**src/rtl/inst_mem_loader.sv**
```systemverilog
// Writable instruction memory fed by a big-endian byte stream; holds the CPU in
// reset while loading and serves combinational fetches from address[AW+1:2].
module inst_mem_loader #(
  parameter int WORDS = 32,
  parameter int AW    = 5
) (
  input  logic        clk,
  input  logic        reset,
  input  logic        start,
  input  logic [5:0]  load_len,
  input  logic [7:0]  byte_in,
  input  logic        byte_valid,
  output logic        byte_ready,
  input  logic [31:0] address,
  output logic [31:0] instruction,
  output logic        cpu_hold,
  output logic        done,
  output logic [5:0]  words_loaded
);

  typedef enum logic [1:0] {IDLE, LOAD, DONE} state_t;

  state_t         state, state_nx;
  logic [5:0]     len;
  logic [5:0]     len_clamped;
  logic [1:0]     byte_cnt;
  logic [AW-1:0]  word_ptr;
  logic [23:0]    asm_q;
  logic [31:0]    mem [WORDS];
  logic           accept;
  logic           word_wr;
  logic           start_ok;
  logic           unused_addr;

  assign len_clamped = (load_len > 6'(WORDS)) ? 6'(WORDS) : load_len;

  always_comb begin
    state_nx   = state;
    byte_ready = 1'b0;
    cpu_hold   = 1'b1;
    done       = 1'b0;
    accept     = 1'b0;
    word_wr    = 1'b0;
    start_ok   = 1'b0;
    case (state)
      IDLE: begin
        start_ok = start;
        if (start) state_nx = (load_len == 6'd0) ? DONE : LOAD;
      end
      LOAD: begin
        byte_ready = 1'b1;
        accept     = byte_valid;
        word_wr    = byte_valid && (byte_cnt == 2'd3);
        // Finish on the same edge that writes the final word.
        if (word_wr && (words_loaded + 6'd1 == len)) state_nx = DONE;
      end
      DONE: begin
        cpu_hold = 1'b0;
        done     = 1'b1;
        start_ok = start;
        if (start) state_nx = (load_len == 6'd0) ? DONE : LOAD;
      end
      default: state_nx = IDLE;
    endcase
  end

  always_ff @(posedge clk) begin
    if (reset) begin
      state        <= IDLE;
      len          <= '0;
      byte_cnt     <= '0;
      word_ptr     <= '0;
      words_loaded <= '0;
      asm_q        <= '0;
    end else begin
      state <= state_nx;
      if (start_ok) begin
        len          <= len_clamped;
        byte_cnt     <= '0;
        word_ptr     <= '0;
        words_loaded <= '0;
      end
      if (accept) begin
        byte_cnt <= byte_cnt + 2'd1;
        case (byte_cnt)
          2'd0:    asm_q[23:16] <= byte_in;
          2'd1:    asm_q[15:8]  <= byte_in;
          2'd2:    asm_q[7:0]   <= byte_in;
          default: ;
        endcase
      end
      if (word_wr) begin
        word_ptr     <= word_ptr + 1'b1;
        words_loaded <= words_loaded + 6'd1;
      end
    end
  end

  // Memory contents survive reset; reset only blocks a write on its own edge.
  always_ff @(posedge clk) begin
    if (word_wr && !reset) mem[word_ptr] <= {asm_q, byte_in};
  end

  assign instruction = mem[address[AW+1:2]];
  assign unused_addr = ^{address[31:AW+2], address[1:0]};

endmodule

```
**config.mk**
```make
export PLATFORM = sky130hd
export DESIGN_NAME = inst_mem_loader
export DESIGN_NICKNAME = d
export VERILOG_FILES = /design/src/rtl/inst_mem_loader.sv
export SDC_FILE = /design/constraint.sdc
export NUM_CORES = 1
export LEC_CHECK = 0
export CORE_ASPECT_RATIO = 1.1
export CORE_MARGIN = 2
export CORE_UTILIZATION = 55
export DETAILED_ROUTE_END_ITERATION = 10
export GPL_TIMING_DRIVEN = 1
export PLACE_DENSITY = 0.85
export SLEW_MARGIN = 0
export SYNTH_ARGS = -nofsm -noshare
export SYNTH_HDL_FRONTEND = slang
export SYNTH_SLANG_ARGS = --single-unit
```
**constraint.sdc**
```tcl
create_clock -name clk -period 2.9 [get_ports clk]
set_input_delay 0.58 -clock clk [delete_from_list [all_inputs] [get_ports clk]]
set_output_delay 0.58 -clock clk [all_outputs]
set_load 0.005 [all_outputs]
```
* Yosys cells after proc, flatten, opt, wreduce, memory -nomap -nowiden
Memories as Yosys holds them, arrays and structs flattened.
Cells that the tools add are included.
** Storage, ports and cells
- Bits in registers :: 45
- RAM bits :: 1024
- Bits of input ports :: 50
- Output and inout port bits :: 41
- Memories kept :: 1
** Memories
- mem :: words 32, width 32, read ports 1, clocked after Yosys merged registers in 0, write ports 1, line 29 : logic [31:0] mem [WORDS];
** Cells by class
- $add $sub $neg :: 3
- Magnitude comparators :: 1
- Eq/ne operators :: 8
- Mux-type cells :: 19
- Reduce and logical (&&, ||, !) cells :: 14
** Operator list (count)
- $mux 6 :: 3
- $mux 2 :: 5
- $mux 5 :: 2
- $mux 1 :: 8
- $reduce_and 2->1 :: 4
- $add 6x1->6 const B :: 1
- $eq 2x2->1 const B :: 3
- $eq 6x6->1 :: 1
- $gt 6x6->1 const B :: 1
- $logic_not 6->1 :: 1
- $add 5x1->5 const B :: 1
- $eq 2x1->1 const B :: 2
- $logic_not 2->1 :: 2
- $pmux 2 s2 :: 1
- $reduce_bool 2->1 :: 2
- $logic_and 1x1->1 :: 3
- $add 2x1->2 const B :: 1
- $ne 2x1->1 const B :: 1
- $ne 2x2->1 const B :: 1
- $reduce_or 2->1 :: 1
- $logic_not 1->1 :: 1

* Depth between registers and ports, before layout
- Depth after elaboration :: 6
- Mapped depth :: 6
- Gate-level depth less buffers :: 6

* Least setup slack after synthesis
No wires, ideal clock.
- Path kind :: input -> register
- Start point :: in byte_valid
- End point :: mem mem[30][0] (enable)
- Setup time :: 0.421 ns
- Arrival :: 2.538 ns
- Slack :: -0.060 ns
- Stages :: 4
- Path through :: nand4b_1 > nor2_1 > nand2_1 > nor2_1
** Between the ends
- Word-level cells in the longest chain between the ends :: 5
** RTL lines
- start: declaration :: line 12 : input logic byte_valid,
- $logic_and 1x1->1 :: line 53 : word_wr = byte_valid && (byte_cnt == 2'd3);
- $mux 1 :: line 45 : case (state)
- $logic_and 1x1->1 :: line 101 : if (word_wr && !reset) mem[word_ptr] <= {asm_q, byte_in};
- $mux 1 :: line 101
- $mux 1 (not written as such) :: line 101
- end: declaration :: line 29
Every way passes these cells.

* Worst setup path in the final report
- Start point :: in address[2]
- End point :: out instruction[26]
** Between the ends
- Word-level cells in the longest chain between the ends :: 1
** RTL lines
- start: declaration :: line 14 : input logic [31:0] address,
- $mem_v2 32x32
- end: declaration :: line 15 : output logic [31:0] instruction,
Every way passes these cells.

==> summary.txt <==
Pwr Total - 31240 uW
top cells by area, synth - edfxtp_1, mux4_2, dfxtp_1, mux2_2, nand2_1
Yosys reg bits - 1069
Final Non-Filler Cells - 3096
die area - 0.07660 sq mm
Commonest cells post-synth - edfxtp_1, mux4_2, nand2_1
Post-synth EDFFs - 1024
CP most frequent cell - buf_12
yosys warns - 0
Syn Nets - 1808
Vias/cell - 7.124
share of layout cells above drive strength 1 - 37.44%
slew at the pin closest to its max-slew limit - 1.264 ns
core area - 0.07339 sq mm
met2 Resource Use GR - 53.47%
Sink Count - 1069
worst path bufs/invs - 6
failing checks - setup timing
delay-heaviest family, CP - multiplexers
CTS tree - built
DRC viols - 0
Chip Width - 264.1 um
via count - 22.06k
Mapped Area - 0.04092 sq mm
area added between synthesis and finish - 20.46%
Max Cap Viol - 0
DRT iter0 DRCs - 3638
post-synthesis sequential area ratio - 77.34%
crit start category - primary input
skew final - 0.02785 ns
grt total ovfl - 0
GRT met1 Usage - 40.36%
post-synth top area share - 75.14%
cell row count - 104
nets@finish - 2119
DRT antenna net count - 0
routability cong. - 0.8034
crit-path max FO - 7
max incr delay on CP - 0.55 ns
final WL - 124.1 mm
top-count cell post-synth - edfxtp_1
post-layout min period - 3.297 ns
Slowest-stage cell, CP - mux4_2
hold_sp - len[0]
Slew Viols, Final - 0
Hold WC Path Type - reg -> reg
Final Hold Fails - 0
layer with the highest usage - met2
CTS root buf - clkbuf_16
vias in the first global route - 23.20k
global-route wire length before repair - 174.0 mm
clk slew on worst S/H paths - 0.06 ns
Setup CP Type - in -> out
syn_area_per_cell - 23.40 sq um
CP Capture Type - output pin
critical path launch point - address[2]
Initial DRT Pass Iterations - 5
Synth area leader - edfxtp_1
Leakage Power - 0.01612 uW
Most used DFF post-synth - edfxtp_1
diodes inserted - 0
Crit path arrival time - 2.72 ns
f_max - 0.3033 GHz
reg-to-reg startpoint - byte_cnt[1]
Slew Limit Headroom - 15.64%
crit-path cells - buf_16 -> buf_12 -> buf_12 -> buf_12 -> buf_12 -> mux4_2 -> mux4_2 -> mux2_4 -> buf_6
CTS Buffer Depth - 3
PD cells - 633.8 mW/mm^2
WL per Instance - 40.10 um
H-Tree Depth - 3
Post-Place Cells - 2850
starting density of the core - 55.76%
Top Ports - 91
Num CTS Buffers - 96
Final setup viols - 32
GR met3 Demand/Resource - 6.950%
largest net degree at the start of global routing - 47
Die H - 290.1 um
RSZ-0062 raised after global routing - true
GRT Util Overall - 32.69%
worst-skew pair later-pin latency - 0.68 ns
fin crit share - 113.7%
Synth Instances - 1749
number of port buffers - 63
Required @ worst endpoint - 2.32 ns
worst setup margin - -0.3971 ns
dpl hpwl - 58.83 mm
Post-synth ARST share - 0%
status - complete, but fails checks
initial antenna violation count - 2
maximum vdd ir drop - 0.0005256 V
Yosys cell types - 39
## power breakdown
| group | internal [uW] | switching, uW |
|---|---|---|
| clock | 7070 | 5880 |
| combinational | 764 | 676 |
| sequential | 16800 | 68.9 |
## sequential cells by signal, summed over array words and instances (netlist names)
register and flops:
mem 1024, asm_q 24, len 6, words_loaded 6, word_ptr 5, byte_cnt 2, state 2
## worst register-to-register path, cell delays in order (launching register included)
cell and delay [ns]:
dfxtp_1 0.46, ha_1 0.36, nand4b_1 0.21, nor2_1 0.25, nand2_1 0.22, buf_4 0.26
nor2_4 0.18, buf_12 0.31
## cell families (layout without fill, tap and decap cells)
| group | after synthesis | in the layout | share of synthesized area [%] |
|---|---|---|---|
| mux | 354 | 354 | 18.54 |
| flops | 1069 | 1069 | 77.34 |
| fa+ha+maj | 9 | 9 | 0.2752 |
| compound gates | 55 | 55 | 0.7338 |
| buf+inv | 97 | 490 | 1.205 |
| xor+xnor | 7 | 7 | 0.1498 |
| simple gates | 158 | 158 | 1.752 |
## through the flow
| stage | hold slack, ns | worst slack, ns | cell area, sq um | TNS, ns | utilization (%) |
|---|---|---|---|---|---|
| finish | 0.5119 | -0.3971 | 49290 | -10.18 | 67.17 |
| global route | 0.5391 | -0.4030 | 49290 | -10.56 | 67.17 |
| CTS | 0.5163 | -0.3837 | 49240 | -9.537 | 67.10 |
| detailed placement | 0.5013 | -0.6515 | 44950 | -18.83 | 61.25 |
| global placement | 0.4873 | -0.6016 | 44950 | -18.03 | 61.25 |
| floorplan | 0.4760 | -0.05954 | 40920 | -58.52 | - |
## routing by layer
layer	vias up	part of all wire [%]
li1	8061	-
met1	11210	31
met2	2253	50
met3	529	13
met4	2	6.9
met5	-	0.0089
## cells in the final DEF, fill, tap and decap left out, types with 4 or more instances in the layout
cell type | synthesis | layout
a21oi_1 | 42 | 42
and3_1 | 6 | 6
buf_12 | 0 | 103
buf_16 | 0 | 8
buf_4 | 19 | 91
buf_6 | 7 | 55
buf_8 | 0 | 17
bufinv_16 | 0 | 9
clkbuf_1 | 45 | 17
clkbuf_16 | 0 | 103
clkdlybuf4s50_1 | 0 | 25
clkinv_1 | 0 | 27
clkinv_2 | 0 | 17
clkinv_4 | 0 | 5
dfxtp_1 | 45 | 45
edfxtp_1 | 1024 | 1024
ha_1 | 9 | 9
inv_1 | 5 | 5
inv_6 | 0 | 4
mux2_4 | 0 | 32
mux4_2 | 320 | 320
nand2_1 | 62 | 62
nand3_1 | 8 | 8
nand3b_1 | 5 | 5
nor2_1 | 51 | 19
nor2_4 | 0 | 32
nor3b_1 | 5 | 5
o21ai_0 | 5 | 5
xnor2_1 | 6 | 6
## area by class of cell
cell class | instances | area (sq um)
clock buffer | 116 | 2541
clock inverter | 64 | 550.5
fill | 4114 | 24100
inverter | 5 | 18.77
multi-input combinational | 583 | 9139
sequential | 1069 | 31650
tap | 954 | 1194
timing repair buffer | 305 | 4200
## path summary, 6_finish.rpt
path / to / slack, ns / depth (start not counted)
worst max-delay path: instruction[26] / -0.40 / 9
worst min-delay path: len[0] / 0.51 / 2
worst max register to register: mem[2][28] / 0.30 / 7
worst min register to register: len[0] / 0.51 / 2
## what timing repair did
item                                    in CTS  in global routing
buffers inserted                            58                 15
resized for setup                          257                 28
endpoints found under the setup margin      32                 32
cloned                                      10                  4
hold buffers                                 0                  0
(Power assumes the default switching activity.)
